$ cat src/rtl/exe_pkg.sv
// Shared encodings for the execute stage: ALU controls, M-extension ops,
// forwarding selects and the MDU sequencing states.
package exe_pkg;

   typedef enum logic [2:0] {
      AluAdd = 3'b000,
      AluSub = 3'b001,
      AluAnd = 3'b010,
      AluOr  = 3'b011,
      AluXor = 3'b100,
      AluSlt = 3'b101,
      AluSll = 3'b110,
      AluSrl = 3'b111
   } aluCtrl_e;

   typedef enum logic [2:0] {
      OpMul    = 3'd0,
      OpMulh   = 3'd1,
      OpMulhsu = 3'd2,
      OpMulhu  = 3'd3,
      OpDiv    = 3'd4,
      OpDivu   = 3'd5,
      OpRem    = 3'd6,
      OpRemu   = 3'd7
   } mdOp_e;

   localparam logic [1:0] FwdReg     = 2'b00;
   localparam logic [1:0] FwdResultW = 2'b01;
   localparam logic [1:0] FwdAluM    = 2'b10;

   typedef enum logic [1:0] {
      StIdle = 2'd0,
      StRun  = 2'd1,
      StDone = 2'd2
   } exeState_e;

endpackage

$ cat src/rtl/mdu_iter.sv
// Shift-add multiplier and restoring divider sharing one {hi, lo} register;
// operates on magnitudes, one bit per step, signs restored on the output.
module mdu_iter
   import exe_pkg::*;
#(
   parameter int unsigned XLEN = 32
) (
   input  logic            clk,
   input  logic            rst,
   input  logic            start,
   input  logic            step,
   input  logic [XLEN-1:0] opA,
   input  logic [XLEN-1:0] opB,
   input  logic [2:0]      op,
   output logic [XLEN-1:0] result
);

   mdOp_e             opReg;
   logic              divMode;
   logic              negRes;
   logic [XLEN-1:0]   hi;
   logic [XLEN-1:0]   lo;
   logic [XLEN-1:0]   mcand;
   logic              signA;
   logic              signB;
   logic [XLEN-1:0]   absA;
   logic [XLEN-1:0]   absB;
   logic [XLEN:0]     mulSum;
   logic [XLEN:0]     divShift;
   logic              divFits;
   logic [2*XLEN-1:0] prodFix;
   logic [XLEN-1:0]   quotFix;
   logic [XLEN-1:0]   remFix;

   always_comb begin
      signA = 1'b0;
      signB = 1'b0;
      unique case (mdOp_e'(op))
         OpMulh, OpDiv, OpRem: begin
            signA = opA[XLEN-1];
            signB = opB[XLEN-1];
         end
         OpMulhsu: signA = opA[XLEN-1];
         default: ;
      endcase
   end

   assign absA     = signA ? -opA : opA;
   assign absB     = signB ? -opB : opB;
   assign mulSum   = {1'b0, hi} + (lo[0] ? {1'b0, mcand} : '0);
   assign divShift = {hi, lo[XLEN-1]};
   assign divFits  = divShift >= {1'b0, mcand};

   always_ff @(posedge clk or negedge rst) begin
      if (!rst) begin
         opReg   <= OpMul;
         divMode <= 1'b0;
         negRes  <= 1'b0;
         hi      <= '0;
         lo      <= '0;
         mcand   <= '0;
      end else if (start) begin
         opReg   <= mdOp_e'(op);
         divMode <= op[2];
         hi      <= '0;
         if (op[2]) begin
            lo    <= absA;
            mcand <= absB;
            // Divide-by-zero quotient must stay all-ones, so never negate it.
            negRes <= op[1] ? signA : ((signA ^ signB) && (opB != '0));
         end else begin
            lo     <= absB;
            mcand  <= absA;
            negRes <= signA ^ signB;
         end
      end else if (step) begin
         if (divMode) begin
            hi <= divFits ? divShift[XLEN-1:0] - mcand : divShift[XLEN-1:0];
            lo <= {lo[XLEN-2:0], divFits};
         end else begin
            {hi, lo} <= {mulSum, lo[XLEN-1:1]};
         end
      end
   end

   assign prodFix = negRes ? -{hi, lo} : {hi, lo};
   assign quotFix = negRes ? -lo : lo;
   assign remFix  = negRes ? -hi : hi;

   always_comb begin
      unique case (opReg)
         OpMul:                     result = prodFix[XLEN-1:0];
         OpMulh, OpMulhsu, OpMulhu: result = prodFix[2*XLEN-1:XLEN];
         OpDiv, OpDivu:             result = quotFix;
         default:                   result = remFix;
      endcase
   end

endmodule

$ cat src/rtl/execute_cycle_mdu.sv
// Execute stage: forwarding, ALU, branch target, E/M register and the
// sequencer that holds the front of the pipe while an M-extension op iterates.
module execute_cycle_mdu
   import exe_pkg::*;
#(
   parameter int unsigned XLEN   = 32,
   parameter bit          MDU_EN = 1'b1
) (
   input  logic            clk,
   input  logic            rst,
   input  logic [XLEN-1:0] RD1_E,
   input  logic [XLEN-1:0] RD2_E,
   input  logic [XLEN-1:0] PCE,
   input  logic [XLEN-1:0] PCPlus4E,
   input  logic [XLEN-1:0] Imm_Ext_E,
   input  logic            RegWriteE,
   input  logic            ALUSrcE,
   input  logic            MemWriteE,
   input  logic            BranchE,
   input  logic            JumpE,
   input  logic [1:0]      ResultSrcE,
   input  logic [2:0]      ALUControlE,
   input  logic [4:0]      RD_E,
   input  logic            MulDivE,
   input  logic [2:0]      MulDivOpE,
   input  logic [1:0]      ForwardAE,
   input  logic [1:0]      ForwardBE,
   input  logic [XLEN-1:0] ResultW,
   input  logic            FlushE,
   output logic [XLEN-1:0] ALUResultM,
   output logic [XLEN-1:0] WriteDataM,
   output logic [XLEN-1:0] PCPlus4M,
   output logic [4:0]      RD_M,
   output logic            RegWriteM,
   output logic            MemWriteM,
   output logic [1:0]      ResultSrcM,
   output logic [XLEN-1:0] PCTargetE,
   output logic            PCSrcE,
   output logic            StallE
);

   localparam int unsigned CntW = $clog2(XLEN);

   exeState_e       state;
   logic [CntW-1:0] cnt;
   logic [XLEN-1:0] fwdA;
   logic [XLEN-1:0] fwdB;
   logic [XLEN-1:0] srcB;
   logic [XLEN-1:0] aluRes;
   logic [XLEN-1:0] mduResult;
   logic            mduStart;
   logic            mduStep;

   always_comb begin
      case (ForwardAE)
         FwdResultW: fwdA = ResultW;
         FwdAluM:    fwdA = ALUResultM;
         default:    fwdA = RD1_E;
      endcase
      case (ForwardBE)
         FwdResultW: fwdB = ResultW;
         FwdAluM:    fwdB = ALUResultM;
         default:    fwdB = RD2_E;
      endcase
   end

   assign srcB = ALUSrcE ? Imm_Ext_E : fwdB;

   always_comb begin
      unique case (aluCtrl_e'(ALUControlE))
         AluAdd: aluRes = fwdA + srcB;
         AluSub: aluRes = fwdA - srcB;
         AluAnd: aluRes = fwdA & srcB;
         AluOr:  aluRes = fwdA | srcB;
         AluXor: aluRes = fwdA ^ srcB;
         AluSlt: aluRes = {{(XLEN-1){1'b0}}, $signed(fwdA) < $signed(srcB)};
         AluSll: aluRes = fwdA << srcB[CntW-1:0];
         AluSrl: aluRes = fwdA >> srcB[CntW-1:0];
      endcase
   end

   assign PCTargetE = PCE + Imm_Ext_E;
   assign PCSrcE    = !MulDivE && (((aluRes == '0) && BranchE) || JumpE);

   // Stall starts in the capture cycle itself so the op is held in E from its first cycle.
   assign mduStart = MDU_EN && rst && MulDivE && !FlushE && (state == StIdle);
   assign mduStep  = !FlushE && (state == StRun);
   assign StallE   = mduStart || mduStep;

   mdu_iter #(
      .XLEN(XLEN)
   ) uMdu (
      .clk   (clk),
      .rst   (rst),
      .start (mduStart),
      .step  (mduStep),
      .opA   (fwdA),
      .opB   (fwdB),
      .op    (MulDivOpE),
      .result(mduResult)
   );

   always_ff @(posedge clk or negedge rst) begin
      if (!rst) begin
         state      <= StIdle;
         cnt        <= '0;
         ALUResultM <= '0;
         WriteDataM <= '0;
         PCPlus4M   <= '0;
         RD_M       <= '0;
         RegWriteM  <= 1'b0;
         MemWriteM  <= 1'b0;
         ResultSrcM <= '0;
      end else begin
         ALUResultM <= '0;
         WriteDataM <= '0;
         PCPlus4M   <= '0;
         RD_M       <= '0;
         RegWriteM  <= 1'b0;
         MemWriteM  <= 1'b0;
         ResultSrcM <= '0;
         if (FlushE) begin
            state <= StIdle;
         end else begin
            unique case (state)
               StIdle: begin
                  if (mduStart) begin
                     state <= StRun;
                     cnt   <= '0;
                  end else begin
                     ALUResultM <= aluRes;
                     WriteDataM <= fwdB;
                     PCPlus4M   <= PCPlus4E;
                     RD_M       <= RD_E;
                     RegWriteM  <= RegWriteE;
                     MemWriteM  <= MemWriteE;
                     ResultSrcM <= ResultSrcE;
                  end
               end
               StRun: begin
                  cnt <= cnt + 1'b1;
                  if (cnt == CntW'(XLEN - 1)) state <= StDone;
               end
               StDone: begin
                  state      <= StIdle;
                  ALUResultM <= mduResult;
                  PCPlus4M   <= PCPlus4E;
                  RD_M       <= RD_E;
                  RegWriteM  <= RegWriteE;
                  ResultSrcM <= ResultSrcE;
               end
               default: state <= StIdle;
            endcase
         end
      end
   end

endmodule

$ cat config.mk
export PLATFORM = sky130hd
export DESIGN_NAME = execute_cycle_mdu
export DESIGN_NICKNAME = d
export VERILOG_FILES = /design/src/rtl/exe_pkg.sv /design/src/rtl/mdu_iter.sv /design/src/rtl/execute_cycle_mdu.sv
export SDC_FILE = /design/constraint.sdc
export NUM_CORES = 1
export LEC_CHECK = 0
export ABC_AREA = 1
export BUFFER_PORTS_ARGS = -buffer_cell sky130_fd_sc_hd__buf_2
export CAP_MARGIN = 5
export CELL_PAD_IN_SITES_DETAIL_PLACEMENT = 0
export CELL_PAD_IN_SITES_GLOBAL_PLACEMENT = 2
export CORE_MARGIN = 10
export CORE_UTILIZATION = 34
export DETAILED_ROUTE_END_ITERATION = 12
export PLACE_DENSITY_LB_ADDON = 0.25
export SYNTH_ARGS = -nofsm -noshare
export SYNTH_HDL_FRONTEND = slang
export SYNTH_SLANG_ARGS = --single-unit
$ cat constraint.sdc
create_clock -name clk -period 5.7 [get_ports clk]
set_clock_uncertainty 0.2 [all_clocks]
set_input_delay 0 -clock clk [delete_from_list [all_inputs] [get_ports clk]]
set_output_delay 0 -clock clk [all_outputs]
set_load 0.005 [all_outputs]
==> metrics.txt <==
Worst Hold Depth 3; reg2reg end ALUResultM[25]$_DFF_PN0_; Post-Synthesis Cells 4,755; clock buffer count from CTS 28; Final period util 96.71%; synth warn 0; GP Congestion 1.065; utilization after layout 41.00%; Avg WL per Cell 30.10 um; Die Height 310.0 um; largest net degree at the start of global routing 73; Hold Crit Endpoint PCPlus4M[10]$_DFF_PN0_; DRT Pass-1 Iters 8; clk sinks 212; fraction of layout instances using a drive strength above 1 12.73%; initial antenna violation count 22; CTS root buf clkbuf_16; xor and xnor area share after synthesis 4.442%; Clock transition at path regs 80 ps; residual DRC count 0; reg2reg start ALUResultM[4]$_DFF_PN0_; gr ovfl total 0; final total power 13,090 uW; crit path from ALUResultM[9]$_DFF_PN0_; Post-synth EDFFs 0; critical path class reg2out; CTS max path bufs 3; post-route antenna net violation count 0; post-detail-place hpwl 157,100 um; pre-CTS WS 435.1 ps; Max-cap violations 0; Die Width 310.0 um; Syn Nets 5,178; CP Launch Type register; largest family of logic cells by synthesized area simple AND/OR/NAND/NOR gates; CP endpoint kind primary output; unrepaired setup endpoints after global routing no; Initial Utilization 34.22%; I/O pin count 357; IO buf count 356; Yosys top cell by area dfrtp_1; Static Leak 0.01693 uW; Max rail drop VDD 0.2569 mV; final setup violation count 0; Routed WL 189,600 um; Max Fclk 0.1814 GHz; Seq cells post-synth 212; Main synth FF type dfrtp_1; Slew HR 28.72%; commonest non-fill, non-tap cell in the layout nand2_1; share of flip-flops with an asynchronous set or reset 100.0%; r2r setup slk 990 ps; Vias 37,170; synthesized area per cell 6.013 um^2; PnR worst setup slack 187.3 ps; Synth Area in Compound Gates 22.04%; Core Area 0.08356 mm^2; setup TNS 0 ps; vias in the first global route 35,500; num rows 106; first-pass GRT wire length 264,700 um; Post-Syn Area 0.02859 mm^2; TritonCTS clock tree done; total global-route track usage 38.08%; DRT iter0 DRCs 4,600; CP required 5500 ps; max-slew violations 0; status finished clean; Final min period 5513 ps; final hold vios 0; Yosys cell types 67; Worst Path Max Fanout 11; Clock Latency Late Sink 620 ps; CP arrival 5310 ps; post-DR vias/cell 5.902; worst reg2reg path depth 19; Simple-Gate Fraction of Synth Area 35.71%; Hold WC Path Type in2reg; most frequent cells in the layout nand2_1 (1,118), nand3_1 (594), inv_1 (518), nor2_1 (444), buf_2 (355); fin nets 5,610; post-CTS setup buffers 0; area grow syn2layout 19.82%; post-synth top area share 18.56%; die area 0.09609 mm^2; multiplexer share of the synthesized area 0%; HP Start PCPlus4E[10]; Slew @ Worst Pin 1069 ps; PwrDens 382.2 mW/mm^2; H-Tree Level Count 1; Area contributors post-synth dfrtp_1 (19%), nand2_1 (15%), nand3_1 (10%); register area share after synthesis 18.56%; Adder-Cell Fraction of Synth Area 9.077%
-- layout make-up --
cell class | instances | area, um^2
multi-input cells | 3786 | 20500
clock inverters | 19 | 217.7
fillers | 9382 | 49300
flip-flops and latches | 212 | 5311
repair buffers | 618 | 4064
well taps | 1080 | 1351
diodes | 8 | 20.02
inverters | 541 | 2036
clock buffers | 33 | 759.5
-- registers in the layout, summed over array words and instances, names as in the netlist --
name          count
uMdu.mcand       32
ResultSrcM        2
uMdu.hi          32
RD_M              5
uMdu.opReg        2
RegWriteM         1
WriteDataM       32
uMdu.divMode      1
ALUResultM       32
cnt               5
state             2
MemWriteM         1
uMdu.lo          32
PCPlus4M         32
uMdu.negRes       1
-- per-layer routing --
layer	routed length, um	global-route usage, %	up-vias
li1	-	-	16940
met3	15400	6.552	463
met4	14890	25.54	14
met5	96	0	-
met1	73890	46.41	17740
met2	85290	61.08	2017
-- how the worst max path moves through the flow --
stage                     cells past startpoint      to  slack (ps)
after CTS                                    26  PCSrcE         120
after detailed placement                     25  PCSrcE         440
final                                        20  PCSrcE         190
after floorplan                              29  PCSrcE        1830
after global routing                         24  PCSrcE           8
after global placement                       25  PCSrcE         340
-- cell usage after synthesis (7+ instances only) --
master	instances
a211oi_1	11
a21boi_0	12
a21o_1	13
a21oi_1	320
a221o_1	22
a221oi_1	12
a22oi_1	25
a31oi_1	35
buf_1	12
buf_2	34
clkbuf_1	165
clkinv_1	7
dfrtp_1	212
ha_1	201
inv_1	519
inv_2	14
nand2_1	1119
nand3_1	594
nand3b_1	8
nand4_1	40
nor2_1	455
nor2_2	7
nor3_1	54
nor3b_1	43
nor4_1	12
o2111ai_1	26
o211ai_1	37
o21a_1	17
o21ai_0	343
o21ai_1	65
o21ai_2	18
o21bai_1	14
o221ai_1	34
o22ai_1	21
o31ai_1	9
or2_2	16
xnor2_1	32
xor2_1	113
-- kinds of logic after synthesis --
family          count (synthesis)
simple gates                 2374
flops                         212
xor+xnor                      145
buf+inv                       757
fa+ha+maj                     205
compound gates               1062
-- worst max-delay path, stage by stage, from the launching register on --
cell	delay, ps
dfrtp_1	440
a221o_1	350
o21ai_1	120
o21ai_0	250
ha_1	570
o21bai_1	480
a21oi_1	190
o21ai_0	520
inv_1	120
nand2_1	170
nand2_1	70
nand3_1	80
nand3_1	180
nor2_2	330
nand2_1	100
nor2_1	120
nand2_1	100
nor2_1	140
nand3_1	80
a21oi_1	140
buf_2	140
-- report_power, final --
group	internal (uW)	total, uW	switching, uW
clock	1100	1970	865
sequential	1810	2540	725
combinational	2640	8590	5950
-- through the flow --
step | hold WS, ps | instances | area [um^2]
finish | 19.82 | 6297 | 34260
global route | 15.88 | 6290 | 34240
CTS | 0.03680 | 6289 | 34190
detailed placement | -260.1 | 6122 | 32050
global placement | -261.4 | 6122 | 32050
floorplan | -495.6 | 4755 | 28590
-- what timing repair did --
action,in CTS,in global routing
hold buffers,115,0
resized for setup,0,23
setup endpoints to repair,0,1
hold endpoints to repair,285,0
No activity file was read; power rests on OpenSTA's default activity.
